--- config.mk ---
export PLATFORM = sky130hd
export DESIGN_NAME = instr_sequencer
export DESIGN_NICKNAME = d
export VERILOG_FILES = /design/src/rtl/instr_sequencer.sv
export SDC_FILE = /design/constraint.sdc
export NUM_CORES = 1
export LEC_CHECK = 0
export BUFFER_PORTS_ARGS = -buffer_cell sky130_fd_sc_hd__buf_2
export CAP_MARGIN = 20
export CORE_MARGIN = 2
export CORE_UTILIZATION = 37
export DETAILED_ROUTE_END_ITERATION = 12
export GPL_TIMING_DRIVEN = 0
export PLACE_DENSITY = 0.77
export SYNTH_ARGS = -nofsm -noshare
export SYNTH_HDL_FRONTEND = slang
export SYNTH_SLANG_ARGS = --single-unit
--- constraint.sdc ---
create_clock -name clk -period 1.6 [get_ports clk]
set_input_delay 0.08 -clock clk [delete_from_list [all_inputs] [get_ports clk]]
set_output_delay 0.08 -clock clk [all_outputs]
set_load 0.05 [all_outputs]
--- src/rtl/instr_sequencer.sv ---
// instr_sequencer: multi-cycle instruction sequencer FSM.
// Walks each instruction through FETCH -> DECODE -> EXEC -> MEM -> WB and
// emits single-cycle datapath strobes plus memory handshake requests.
// The instruction word is numbered MSB-first externally (bit 0 = MSB), so
// the opcode field [0:5] lands on [31:26] of the descending port vector.
// Optional feature: define SEQ_PERF_CNT_EN to add the 32-bit 'retired'
// counter port (counts cycles with pc_inc or pc_load, wrapping).
`timescale 1ns/1ps

module instr_sequencer (
  input  logic        clk,
  input  logic        reset,
  input  logic        run,
  input  logic [31:0] instruction,
  output logic        imem_req,
  input  logic        imem_ack,
  output logic        dmem_req,
  input  logic        dmem_ack,
  output logic        ir_load,
  output logic [1:0]  fmt_sel,
  output logic        alu_en,
  output logic        rf_we,
  output logic        pc_inc,
  output logic        pc_load,
  output logic        busy,
  output logic        halted,
  output logic [2:0]  state
`ifdef SEQ_PERF_CNT_EN
  ,
  output logic [31:0] retired
`endif
);

  typedef enum logic [2:0] {
    S_IDLE   = 3'd0,
    S_FETCH  = 3'd1,
    S_DECODE = 3'd2,
    S_EXEC   = 3'd3,
    S_MEM    = 3'd4,
    S_WB     = 3'd5,
    S_HALT   = 3'd6
  } state_e;

  localparam logic [5:0] OP_RTYPE = 6'h00;
  localparam logic [5:0] OP_J     = 6'h02;
  localparam logic [5:0] OP_JAL   = 6'h03;
  localparam logic [5:0] OP_LOAD  = 6'h23;
  localparam logic [5:0] OP_STORE = 6'h2B;
  localparam logic [5:0] OP_HALT  = 6'h3F;

  state_e     state_q, state_d;
  logic [5:0] opcode_q, opcode_d;
  logic [1:0] fmt_q, fmt_d;

  // Only the opcode field is consumed here; operand fields go to the datapath.
  logic unused_operand_bits;
  assign unused_operand_bits = ^instruction[25:0];

  // Decoder format for an opcode: R-type, jump (J), everything else I-type.
  function automatic logic [1:0] fmt_of(input logic [5:0] op);
    if (op == OP_RTYPE)                 return 2'b00;
    else if (op == OP_J || op == OP_JAL) return 2'b10;
    else                                return 2'b01;
  endfunction

  // State, latched opcode and decoder select registers.
  always_ff @(posedge clk) begin
    if (reset) begin
      state_q  <= S_IDLE;
      opcode_q <= 6'd0;
      fmt_q    <= 2'b00;
    end else begin
      state_q  <= state_d;
      opcode_q <= opcode_d;
      fmt_q    <= fmt_d;
    end
  end

  // Next-state logic and per-state strobes/requests.
  always_comb begin
    state_d  = state_q;
    opcode_d = opcode_q;
    fmt_d    = fmt_q;
    imem_req = 1'b0;
    dmem_req = 1'b0;
    ir_load  = 1'b0;
    alu_en   = 1'b0;
    rf_we    = 1'b0;
    pc_inc   = 1'b0;
    pc_load  = 1'b0;
    halted   = 1'b0;
    busy     = 1'b0;
    unique case (state_q)
      S_IDLE: begin
        if (run) state_d = S_FETCH;
      end
      S_FETCH: begin
        busy     = 1'b1;
        imem_req = 1'b1;
        if (imem_ack) begin
          ir_load  = 1'b1;
          opcode_d = instruction[31:26];
          state_d  = S_DECODE;
        end
      end
      S_DECODE: begin
        busy    = 1'b1;
        fmt_d   = fmt_of(opcode_q);
        state_d = (opcode_q == OP_HALT) ? S_HALT : S_EXEC;
      end
      S_EXEC: begin
        busy   = 1'b1;
        alu_en = 1'b1;
        if (opcode_q == OP_J) begin
          pc_load = 1'b1;
          state_d = S_FETCH;
        end else if (opcode_q == OP_JAL) begin
          pc_load = 1'b1;
          state_d = S_WB;
        end else if (opcode_q == OP_LOAD || opcode_q == OP_STORE) begin
          state_d = S_MEM;
        end else begin
          state_d = S_WB;
        end
      end
      S_MEM: begin
        busy     = 1'b1;
        dmem_req = 1'b1;
        if (dmem_ack) begin
          // A store retires here; a load still needs its register write.
          if (opcode_q == OP_STORE) begin
            pc_inc  = 1'b1;
            state_d = S_FETCH;
          end else begin
            state_d = S_WB;
          end
        end
      end
      S_WB: begin
        busy    = 1'b1;
        rf_we   = 1'b1;
        // jal already redirected the PC in EXEC; only the link is written.
        pc_inc  = (opcode_q != OP_JAL);
        state_d = S_FETCH;
      end
      S_HALT: begin
        halted = 1'b1;
      end
      default: begin
        state_d = S_IDLE;
      end
    endcase
  end

  assign state   = state_q;
  assign fmt_sel = fmt_q;

`ifdef SEQ_PERF_CNT_EN
  logic [31:0] retired_q, retired_d;

  // Retired count advances on every PC update; natural wrap at 2^32.
  always_comb begin
    retired_d = retired_q;
    if (pc_inc || pc_load) retired_d = retired_q + 32'd1;
  end

  // Retired-instruction counter register.
  always_ff @(posedge clk) begin
    if (reset) retired_q <= 32'd0;
    else       retired_q <= retired_d;
  end

  assign retired = retired_q;
`endif

endmodule

==> key figures, run 1 <==
CTS
  • H-tree levels: 1
  • Clk sink count: 11
  • Clk_lat worst skew: 0.27 ns
  • Longest Clk Path Bufs: 2
  • CTS buffer count: 3
  • Clock Pin Slew Worst Setup and Hold Paths: 0.07 ns
  • Root Driver: clkbuf_4
  • TritonCTS clock tree: done

Timing
  • Final Slew Violations: 0
  • Setup TNS: 0 ns
  • Worst hold slack: 0.0442 ns
  • Setup ws final: 0.0526 ns
  • Max frequency: 0.646 GHz
  • Setup Viol. Count Final: 0
  • Period utilization: 96.7%
  • Final min period: 1.55 ns
  • Worst-Margin Slew: 0.442 ns
  • Relative slew slack: 70.5%
  • Final Skew: 0.000673 ns
  • Hold Fails Final Rpt: 0
  • RSZ-0062 raised after global routing: yes

Global routing
  • First-pass GRT wire length: 2.60 mm
  • Remaining Overflow, GRT: 0
  • Initial antenna violation count: 0
  • Vias in the first global route: 591
  • Largest net degree at the start of global routing: 11
  • Total track usage: 18.0%

Pwr
  • Pwr dens: 783 nW/µm²
  • Final Power: 0.685 mW
  • Lkg Pwr: 0.403 nW
  • Max VDD drop: 0.539 mV

Worst setup path
  • Worst R2R Setup Slack: 0.09 ns
  • Crit path buf inv count: 1
  • CP max-delay cell: dfxtp_4
  • Top delay family on crit path: simple AND/OR/NAND/NOR gates
  • FF-to-FF path depth: 5
  • WP data arrival: 1.47 ns
  • Reg2reg start: opcode_q[2]
  • Crit. End Element: output port
  • Stages on the worst setup path: 4
  • CP peak stage delay: 0.36 ns
  • WS Path Type: reg2out
  • Crit path cell chain: nor4_4, nand3_1, a22o_2, buf_6
  • Crit start category: register
  • Crit-path max FO: 3
  • WP data required: 1.52 ns
  • Crit Reg-Reg Endpoint: state[2]

Die
  • IO Pins: 51
  • Die ar.: 2040 µm²
  • Starting Density: 40.7%
  • Die X-Extent: 45.2 µm
  • Site Rows: 14
  • Die height: 45.2 µm
  • CORE AREA: 1540 µm²

Placement
  • Setup WS pre-CTS: 0.149 ns
  • GP Congestion: 0.703
  • Post-DP HPWL: 1.08 mm
  • Port buffer count: 24

Logic synthesis
  • Post-synthesis sequential area ratio: 35.1%
  • Post-Syn Instances: 73
  • Yosys cell types: 31
  • Synth warnings: 0
  • Syn Area/Cell: 8.59 µm²
  • Register bit total from synthesis: 11
  • Net Count, Synth: 110
  • Post-Syn Area: 627 µm²

Layout
  • Finished Core Util: 56.8%
  • Area growth from synthesis to layout: 39.7%
  • # fillers: 147
  • # nets final: 142
  • ANT cells: 0
  • Share of cells above drive strength 1: 45.2%

Min path
  • Hold crit path type: in2reg
  • WHS Endpoint: opcode_q[3]
  • Hold Startpoint: instruction[29]
  • Worst hold path depth: 3

Run
  • Max-cap violation count: 0

Route
  • Final WL: 1.48 mm
  • Routed length per instance: 12.3 µm
  • Drt pass-1 iters: 4
  • Drt initial violations: 10
  • Via density: 5.20
  • DR DRC count: 0
  • Post-DRT Antenna Nets: 0
  • Vias: 624

Run status
  • Status: finished, final reports clean
[worst register-to-register path, delay by kind of cell, from the launching register on]
kind	cells	cell delay (ns)
compound gates	2	0.45
simple gates	2	0.40
flops	1	0.36
buf+inv	1	0.18
[where the power goes]
group          switching [mW]  leakage (nW)  internal (mW)
combinational           0.122         0.296         0.0717
clock                  0.0900        0.0150         0.0966
sequential             0.0167        0.0924          0.288
total                   0.229         0.403          0.456
[worst max-delay path by stage]
stage,from,endpoint
6_report,opcode_q[2],pc_inc
3_5_place_dp,opcode_q[2],state[2]
2_1_floorplan,state[2],pc_inc
3_3_place_gp,opcode_q[2],state[2]
4_1_cts,state[1],ir_load
5_1_grt,state[1],pc_load
[cell type report]
class                   count  area (µm²)  share of cell area (%)
flip-flops and latches     11         230                    26.3
well taps                  16        20.0                    2.29
repair buffers             27         163                    18.6
multi-input cells          55         400                    45.7
inverters                   2        10.0                    1.14
clock buffers               4        26.3                    3.00
plain buffers               5        26.3                    3.00
[cells in the final DEF, fill, tap and decap left out, types with 2 or more instances in the layout]
cell type and instances:
mux2i_1 7, clkbuf_4 5, a21oi_1 3, clkbuf_1 2
dfxtp_2 5, nor2_1 11, buf_4 3, buf_2 22
buf_6 2, and2b_1 2, nand2b_1 3, and2_1 2
dfxtp_1 5, nand3_1 3, and3_1 3, nand3b_1 2
[per-stage QoR]
step,instance area [µm²],std cells
floorplan,652,73
global placement,792,113
detailed placement,792,113
CTS,845,119
global route,876,120
finish,876,120
[cell families (layout without fill, tap and decap cells)]
family | Yosys count | in the layout | share of synthesized area, %
AOI/OAI and AO/OA | 12 | 12 | 13.4
buffers and inverters | 7 | 38 | 5.19
muxes | 7 | 7 | 11.2
and+or+nand+nor | 36 | 36 | 35.1
DFF | 11 | 11 | 35.1
[registers in the layout, summed over array words and instances, names as in the netlist]
register	cells
fmt_sel	2
opcode_q	6
state	3
[routing by layer]
layer  global-route usage (%)  vias up  routed length [µm]
met1                     23.3      281                 667
met3                     3.60        4                  55
met2                     27.4       15                 721
li1                         -      324                   -
met4                     10.6        0                  34
met5                        0        -                   0
[cell usage after synthesis]
cell type,n,area share [%]
a2111oi_1,1,1.6
a21oi_1,4,3.2
a222oi_1,1,1.6
a22o_1,1,1.4
a311oi_1,1,1.4
a31o_1,1,1.4
and2_1,2,2.0
and2b_1,2,2.4
and3_1,4,4.0
and3b_1,1,1.4
and4_1,1,1.4
and4b_1,1,1.6
buf_2,2,1.6
buf_4,1,1.2
clkbuf_1,2,1.2
dfxtp_1,11,35
inv_1,1,0.60
inv_2,1,0.60
mux2i_1,7,11
nand2b_1,3,3.0
nand3_1,3,2.4
nand3b_1,2,2.4
nand4_1,1,1.0
nor2_1,12,7.2
nor2b_1,1,1.0
nor3_1,1,0.80
nor3b_1,1,1.2
nor4_4,1,3.4
o211ai_1,1,1.2
o21ai_0,1,0.80
o21ai_1,1,0.80
[repair_timing]
action / 4_1_cts / 5_1_grt
endpoints found under the setup margin: 2 / 5
endpoints found under the hold margin: 1 / 0
resized for setup: 4 / 9
pin swaps: 1 / 2
buffers inserted: 1 / 1
hold buffers: 1 / 0
Power figures use the tool's default switching activity.
==> run 2, diff against run 1 <==
--- a/config.mk
+++ b/config.mk
@@ -8,10 +8,10 @@
 export BUFFER_PORTS_ARGS = -buffer_cell sky130_fd_sc_hd__buf_2
 export CAP_MARGIN = 20
 export CORE_MARGIN = 2
-export CORE_UTILIZATION = 37
+export CORE_UTILIZATION = 40
 export DETAILED_ROUTE_END_ITERATION = 12
 export GPL_TIMING_DRIVEN = 0
-export PLACE_DENSITY = 0.77
+export PLACE_DENSITY = 0.85
 export SYNTH_ARGS = -nofsm -noshare
 export SYNTH_HDL_FRONTEND = slang
 export SYNTH_SLANG_ARGS = --single-unit
==> constraint.sdc (replaced) <==
create_clock -name clk -period 1.96 [get_ports clk]
set_input_delay 0.098 -clock clk [delete_from_list [all_inputs] [get_ports clk]]
set_output_delay 0.098 -clock clk [all_outputs]
set_load 0.05 [all_outputs]
==> run 2 against run 1 <==
Compared with the run above:
- worst setup slack better by 0.19 ns
- sequential power is 19% lower
- largest power group unchanged
- largest cell class unchanged
- hold slack better by 0.00060 ns
- total power is 18% lower
==> key figures, run 2 (same netlist as run 1, synthesis figures left out) <==
Run status
  • Status: finished, final reports clean

Min path
  • Hold crit path type: in2reg
  • Hold Startpoint: instruction[30]

Placement
  • GP Congestion: 0.774
  • Area of placed instances: 781 µm²
  • Port buffer count: 24
  • Post-DP HPWL: 1.14 mm

Timing
  • Period utilization: 87.7%
  • Final Skew: 0.00567 ns
  • Setup Viol. Count Final: 0
  • Worst-Margin Slew: 0.433 ns
  • Final Slew Violations: 0
  • Max frequency: 0.582 GHz
  • RSZ-0062 raised after global routing: no
  • Setup TNS: 0 ns
  • Final min period: 1.72 ns
  • Relative slew slack: 71.1%
  • Hold Fails Final Rpt: 0

Layout
  • # nets final: 140
  • Max reg flops: 6
  • Leading cell type in the layout, fill and taps excluded: buf_2
  • Commonest non-fill, non-tap cells in the layout: buf_2, nor2_1, dfxtp_1, mux2i_1
  • Share of cells above drive strength 1: 34.3%
  • Top reg by flops: opcode_q
  • ANT cells: 0
  • Non-Filler Cell Area, Final: 817 µm²
  • Area growth from synthesis to layout: 30.3%

Route
  • Drt pass-1 iters: 4
  • Drt initial violations: 17
  • DR DRC count: 0
  • Via density: 5.47
  • Vias: 645
  • Post-DRT Antenna Nets: 0
  • Final WL: 1.55 mm
  • Routed length per instance: 13.1 µm

Worst setup path
  • Worst R2R Setup Slack: 0.52 ns
  • Crit-path max FO: 10
  • Crit Reg-Reg Endpoint: state[2]
  • WS Path Type: reg2out
  • Crit start category: register
  • WP data required: 1.86 ns
  • Crit path from: state[1]
  • Crit. End Element: output port
  • FF-to-FF path depth: 4
  • CP endpoint: ir_load
  • Reg2reg start: opcode_q[5]
  • WP data arrival: 1.62 ns

Pwr
  • Lkg Pwr: 0.387 nW
  • Pwr dens: 688 nW/µm²
  • Max VDD drop: 0.516 mV

Die
  • Starting Density: 42.1%
  • Site Rows: 14
  • IO Pins: 51
  • Die ar.: 1900 µm²
  • Die X-Extent: 43.6 µm
  • CORE AREA: 1490 µm²
  • Die height: 43.6 µm

Global routing
  • First-pass GRT wire length: 2.66 mm
  • Remaining Overflow, GRT: 0
  • Largest net degree at the start of global routing: 11
  • Vias in the first global route: 596
  • Initial antenna violation count: 0
  • Total track usage: 18.5%

CTS
  • Clk_lat worst skew: 0.28 ns
  • Root Driver: clkbuf_4
  • Longest Clk Path Bufs: 2
  • H-tree levels: 1
  • CTS buffer count: 3
  • Clock Pin Slew Worst Setup and Hold Paths: 0.08 ns
  • TritonCTS clock tree: done
  • Resized cells post-CTS: 0
  • Clk sink count: 11

Run
  • Max-cap violation count: 0
-- run 2: timing repair --
item | in CTS | in global routing
hold endpoints to repair | 1 | 0
hold buffers | 1 | 0
buffers inserted | 0 | 0
-- run 2: worst min path at each step --
stage | end | slack [ns] | cells past startpoint
finish | opcode_q[4] | 0.04 | 3
global route | opcode_q[0] | 0.08 | 3
CTS | opcode_q[4] | 0.05 | 3
detailed placement | state[2] | 0.28 | 2
global placement | state[2] | 0.28 | 2
floorplan | state[2] | 0.17 | 1
-- run 2: routing by layer --
metal	share of wire (%)	vias to the layer above	GRT usage, %
met5	0	-	0
met4	1.8	0	7.27
met3	7.8	2	3.33
met2	46	30	30.6
met1	44	293	23.7
li1	-	320	-
-- run 2: report_power, final --
part	switching, mW	internal (mW)	total, mW
sequential	0.0141	0.234	0.248
combinational	0.0980	0.0502	0.148
clock	0.0866	0.0791	0.166
-- run 2: worst max-delay path: stages (launching register included) --
cell     delay, ns
dfxtp_1       0.31
buf_2         0.18
nor2_1        0.21
and3_1        0.18
buf_4         0.18
buf_2         0.28
-- run 2: layout make-up --
cell class / instances / area (µm²)
Fill cell: 146 / 672
Timing Repair Buffer: 25 / 130
Inverter: 2 / 7.51
Buffer: 5 / 25.0
Sequential cell: 11 / 221
Tap cell: 16 / 20.0
Clock buffer: 4 / 26.3
Multi-Input combinational cell: 55 / 387
-- run 2: metrics by stage --
stage	hold slack [ns]	instances	power [mW]	setup WS, ns	utilization (%)
2_1_floorplan	0.167	73	0.361	0.00933	-
3_3_place_gp	0.275	113	0.394	0.543	52.4
3_5_place_dp	0.282	113	0.399	0.518	52.4
4_1_cts	0.0506	118	0.562	0.246	54.9
5_1_grt	0.0755	118	0.589	0.108	54.9
6_report	0.0448	118	0.562	0.241	54.9
